$ cat src/rtl/panel_pkg.sv
// Shared defaults and sizing helpers for the front-panel button conditioning blocks.
// Pure constants/functions: no latency, no flow control.
package panel_pkg;

  localparam int DEF_STABLE_CYCLES = 16;
  localparam int DEF_REPEAT_DELAY  = 500;
  localparam int DEF_REPEAT_RATE   = 100;

  // Bits needed to hold 0..n-1, never less than one bit.
  function automatic int cnt_width(input int n);
    return (n <= 2) ? 1 : $clog2(n);
  endfunction

  function automatic int max_int(input int a, input int b);
    return (a > b) ? a : b;
  endfunction

endpackage

$ cat src/rtl/button_debouncer_if.sv
// Raw button inputs and conditioned level/press outputs for an N-channel debouncer.
// Plain wires: no latency, no backpressure.
interface button_debouncer_if #(
  parameter int N = 1
);
  logic [N-1:0] buttons_raw;
  logic [N-1:0] level;
  logic [N-1:0] pressed;

  modport master (output buttons_raw, input level, input pressed);
  modport slave  (input buttons_raw, output level, output pressed);
endinterface

$ cat src/rtl/button_debouncer_channel.sv
// One button: 2-flop sync, stability counter, registered level and press pulse.
// Level/pulse land STABLE_CYCLES+2 edges after raw changes; no backpressure.
module debounce_channel
  import panel_pkg::*;
#(
  parameter int STABLE_CYCLES = DEF_STABLE_CYCLES
`ifdef BTN_AUTOREPEAT_EN
  ,
  parameter int REPEAT_DELAY  = DEF_REPEAT_DELAY,
  parameter int REPEAT_RATE   = DEF_REPEAT_RATE
`endif
) (
  input  logic clk,
  input  logic rst_n,
  input  logic raw,
  output logic level,
  output logic pressed
);

  localparam int CW = cnt_width(STABLE_CYCLES);
  localparam logic [CW-1:0] CMAX = CW'(STABLE_CYCLES - 1);

  logic          s1;
  logic          s2;
  logic [CW-1:0] cnt;
  logic          accept;

  assign accept = (s2 != level) && (cnt == CMAX);

`ifdef BTN_AUTOREPEAT_EN
  localparam int RW = cnt_width(max_int(REPEAT_DELAY, REPEAT_RATE));
  localparam logic [RW-1:0] RDLY  = RW'(REPEAT_DELAY - 1);
  localparam logic [RW-1:0] RRATE = RW'(REPEAT_RATE - 1);

  logic [RW-1:0] rcnt;
  logic          rphase;  // 0: waiting out the initial delay, 1: steady repeat rate
`endif

  always_ff @(posedge clk or negedge rst_n) begin
    if (!rst_n) begin
      s1      <= 1'b0;
      s2      <= 1'b0;
      cnt     <= '0;
      level   <= 1'b0;
      pressed <= 1'b0;
`ifdef BTN_AUTOREPEAT_EN
      rcnt    <= '0;
      rphase  <= 1'b0;
`endif
    end else begin
      s1      <= raw;
      s2      <= s1;
      pressed <= 1'b0;
      if (s2 == level) begin
        cnt <= '0;
      end else if (accept) begin
        level   <= s2;
        cnt     <= '0;
        pressed <= s2;
      end else begin
        cnt <= cnt + 1'b1;
      end
`ifdef BTN_AUTOREPEAT_EN
      // A release edge takes the clear branch, so a repeat due on that edge is dropped.
      if (!level || accept) begin
        rcnt   <= '0;
        rphase <= 1'b0;
      end else if (rcnt == (rphase ? RRATE : RDLY)) begin
        pressed <= 1'b1;
        rcnt    <= '0;
        rphase  <= 1'b1;
      end else begin
        rcnt <= rcnt + 1'b1;
      end
`endif
    end
  end

endmodule

$ cat src/rtl/button_debouncer.sv
// N independent debounce channels; pulses from simultaneous presses coincide.
// Latency STABLE_CYCLES+2 edges, no backpressure; BTN_AUTOREPEAT_EN adds auto-repeat pulses.
module button_debouncer
  import panel_pkg::*;
#(
  parameter int N             = 1,
  parameter int STABLE_CYCLES = DEF_STABLE_CYCLES
`ifdef BTN_AUTOREPEAT_EN
  ,
  parameter int REPEAT_DELAY  = DEF_REPEAT_DELAY,
  parameter int REPEAT_RATE   = DEF_REPEAT_RATE
`endif
) (
  input  logic              clk,
  input  logic              rst_n,
  button_debouncer_if.slave bus
);

  wire [N-1:0] level_w;
  wire [N-1:0] pressed_w;

  for (genvar i = 0; i < N; i++) begin : g_ch
    debounce_channel #(
      .STABLE_CYCLES(STABLE_CYCLES)
`ifdef BTN_AUTOREPEAT_EN
      ,
      .REPEAT_DELAY (REPEAT_DELAY),
      .REPEAT_RATE  (REPEAT_RATE)
`endif
    ) u_ch (
      .clk    (clk),
      .rst_n  (rst_n),
      .raw    (bus.buttons_raw[i]),
      .level  (level_w[i]),
      .pressed(pressed_w[i])
    );
  end

  assign bus.level   = level_w;
  assign bus.pressed = pressed_w;

endmodule

$ cat src/flat_wrapper.sv
// flat-port wrapper written by rule: the top's interface ports become plain ports
module button_debouncer_flat import panel_pkg::*;
#(
  parameter int N             = 1,
  parameter int STABLE_CYCLES = DEF_STABLE_CYCLES

)
  (clk, rst_n, bus_buttons_raw, bus_level, bus_pressed);
  button_debouncer_if #(.N(N)) bus_i ();
  input  logic clk;
  input  logic rst_n;
  input wire logic [$bits(bus_i.buttons_raw)-1:0] bus_buttons_raw;
  output wire logic [$bits(bus_i.level)-1:0] bus_level;
  output wire logic [$bits(bus_i.pressed)-1:0] bus_pressed;
  assign bus_i.buttons_raw = bus_buttons_raw;
  assign bus_level = bus_i.level;
  assign bus_pressed = bus_i.pressed;
  button_debouncer #(.N(N), .STABLE_CYCLES(STABLE_CYCLES)) u_core (.clk(clk), .rst_n(rst_n), .bus(bus_i));
endmodule
$ cat config.mk
export PLATFORM = sky130hd
export DESIGN_NAME = button_debouncer_flat
export DESIGN_NICKNAME = d
export VERILOG_FILES = /design/src/rtl/panel_pkg.sv /design/src/rtl/button_debouncer_if.sv /design/src/rtl/button_debouncer_channel.sv /design/src/rtl/button_debouncer.sv /design/src/flat_wrapper.sv
export SDC_FILE = /design/constraint.sdc
export NUM_CORES = 1
export LEC_CHECK = 0
export CORE_AREA = 2 2 39 41
export DETAILED_ROUTE_END_ITERATION = 7
export DIE_AREA = 0 0 41 43
export PLACE_DENSITY_LB_ADDON = 0.08
export SYNTH_ARGS = -nofsm -noshare
export SYNTH_HDL_FRONTEND = slang
export SYNTH_SLANG_ARGS = --single-unit
$ cat constraint.sdc
create_clock -name clk -period 1.6 [get_ports clk]
set_input_delay 0.24 -clock clk [delete_from_list [all_inputs] [get_ports clk]]
set_output_delay 0.24 -clock clk [all_outputs]
set_load 0.02 [all_outputs]
==> results.ini <==
[setup_path]
crit_path_top_delay_cell=clkdlybuf4s50_1
crit_cells=1
path_class=flop to primary output
cp_top_family=buffers and inverters
startpoint_type=flop
timing.rr.end=u_core.g_ch[0].u_ch.level
critPathLaunch=u_core.g_ch[0].u_ch.level
slowest_delay_ns=0.62
cp.arrival_ns=1.26
r2r_setup_slack_ns=0.39
critPathBufInv=1
crit_required_ns=1.36
endpoint_kind=primary output
crit_path_cell_trace=clkdlybuf4s50_1
regToRegStartpoint=u_core.g_ch[0].u_ch.cnt[0]
critPathMaxFanout=4
reg2regPathDepth=3
crit_end=bus_level

[run_status]
status=finished clean

[timing]
fin_crit_ns=1.497
tightest_slew_ns=0.3742
skew_ns=0.005690
fmax_mhz=668.1
finalHoldViolations=0
setup_slack_ns=0.1033
tns_ns=0
max-slew-margin-rel_pct=74.98
grt_setup_unrepaired=no
slew_violations=0
finalSetupViolCount=0
finalCritPeriodShare_pct=93.54

[routing]
drt_iter0_markers=2
ant_nets=0
dr.pass1.iters=2
route.met2.wl_um=219
top_layer=met3
routed_via_density=4.283
drc_errors=0
met3_length_um=29
routed_wl_um=467
dr_total_vias=197
wl_per_cell_um=10.15
met1_length_um=218

[finish]
drive_gt1_share_pct=23.33
fillCellCount=137
nets=36
diodes=0
multiInputGateArea_um2=107.6
seq_area_um2=200.2
final_area_um2=401.6
area_delta_synth_final_pct=28.92

[clock_network]
cts.path.max_buffers=2
cts_made_buffers=3
clkSinkCount=8
cts_hold_buf=0
clkTransAtPathRegs_ns=0.05
ctsRootBufferMaster=clkbuf_4
cts_tree=yes
ctsResizeCount=0
ctsHtreeMaxLevel=1
cts_setup_buffers=0
clk-insertion-delay-late_ns=0.25

[floorplanning]
initial_core_util_pct=22.51
die_w_um=41
coreArea_mm2=0.001384
io_pins=5
die_h_um=43
row_count=14
die-area_mm2=0.001763

[grt]
grt_max_degree=9
grt_pass1_wl_um=814
grt_util_all_layers_pct=7.919
antenna_found_initial=0
grt_pass1_vias=192
overflow=0

[logic_synthesis]
ys_ff_latch=8
synth_cells=22
synth.distinct_cells=13
syn_nets=26
syn_area_um2=311.5
seq_area_frac_synth_pct=64.26
syn_area_per_cell_um2=14.16
synth_warnings=0

[placed_design]
port_buffers=4
pre_cts_ws_ns=0.3542
place_area_um2=379.1
gp_congestion=0.7226

[power_and_ir_drop]
p_leak_nw=0.1723
ir_drop_v=0.0003508
powerDensity_mw_per_mm2=984.3
power_w=0.0003953

[hold_path]
hold_class=input port to async pin

[run]
cap_violations=0

-- metrics by stage --
stage,hold slack [ns],std cells,util (%)
final,0.2713,46,29.02
after global routing,0.2998,46,29.02
after CTS,0.2780,46,29.02
after detailed placement,0.3389,43,27.40
after global placement,0.3352,43,27.40
after floorplan,-0.05559,22,-
-- final cells by class --
class,count,area share [%]
repair buffers,5,11.84
clock buffers,3,5.607
flip-flops and latches,8,49.84
well taps,16,4.984
multi-input cells,13,26.79
inverters,1,0.9346
-- synthesized netlist by cell type, drive strengths merged --
| cell | n | share of area, % |
|---|---|---|
| dfrtp | 8 | 64 |
| nor2 | 1 | 1.2 |
| xnor2 | 2 | 5.6 |
| nand3 | 1 | 3.2 |
| inv | 1 | 1.2 |
| a21oi | 2 | 3.2 |
| and2b | 1 | 2.8 |
| nand4b | 1 | 2.8 |
| mux2 | 1 | 4.8 |
| ha | 1 | 4.0 |
| nor3b | 1 | 2.4 |
| o21ai | 1 | 1.6 |
| a311oi | 1 | 2.8 |
-- how the worst min path moves through the flow --
stage	cells after the start	slack, ns	start	to
after detailed placement	0	0.34	u_core.g_ch[0].u_ch.s1	u_core.g_ch[0].u_ch.s2
after global placement	0	0.34	u_core.g_ch[0].u_ch.s1	u_core.g_ch[0].u_ch.s2
after CTS	1	0.28	rst_n	u_core.g_ch[0].u_ch.cnt[3]
after floorplan	0	-0.06	rst_n	u_core.g_ch[0].u_ch.cnt[0]
final	1	0.27	rst_n	u_core.g_ch[0].u_ch.cnt[3]
after global routing	1	0.30	rst_n	u_core.g_ch[0].u_ch.cnt[3]
-- report_power, final --
| part | switching (W) | leakage, nW | internal (W) |
|---|---|---|---|
| clock network | 0.0000641 | 0.0138 | 0.0000855 |
| logic | 0.0000114 | 0.0540 | 0.0000147 |
| registers | 0.00000824 | 0.105 | 0.000211 |
| total | 0.0000837 | 0.172 | 0.000312 |
-- layout by cell type, fill, tap and decap left out --
master	synthesis	routed
inv_1	1	1
nand3_2	1	1
a21oi_1	2	2
clkbuf_4	0	3
a311oi_1	1	1
xnor2_1	2	2
nand4b_1	1	1
clkdlybuf4s50_1	0	4
nor3b_1	1	1
o21ai_0	1	1
and2b_2	1	1
ha_1	1	1
buf_4	0	1
mux2_4	1	1
nor2_1	1	1
dfrtp_1	8	8
-- logic make-up after synthesis --
kind of cell / Yosys count / share of synthesized area, %
DFF: 8 / 64.26
and+or+nand+nor: 5 / 12.45
AOI/OAI and AO/OA: 4 / 7.630
xor gates and xnor gates: 2 / 5.624
buffers and inverters: 1 / 1.204
muxes: 1 / 4.818
adders and majority gates: 1 / 4.015
-- metal layers --
metal  up-vias  global-route usage, %
met1        99                  9.333
li1         94                      -
met4         0                  10.00
met2         4                  9.063
met5         -                      0
met3         0                  3.141
-- sequential cells by signal, summed over array words and instances, names as in the netlist --
| name | count |
|---|---|
| u_core.g_ch.u_ch.cnt | 4 |
| u_core.g_ch.u_ch.s1 | 1 |
| u_core.g_ch.u_ch.pressed | 1 |
| u_core.g_ch.u_ch.level | 1 |
| u_core.g_ch.u_ch.s2 | 1 |
No activity file was read; power rests on OpenSTA's default activity.
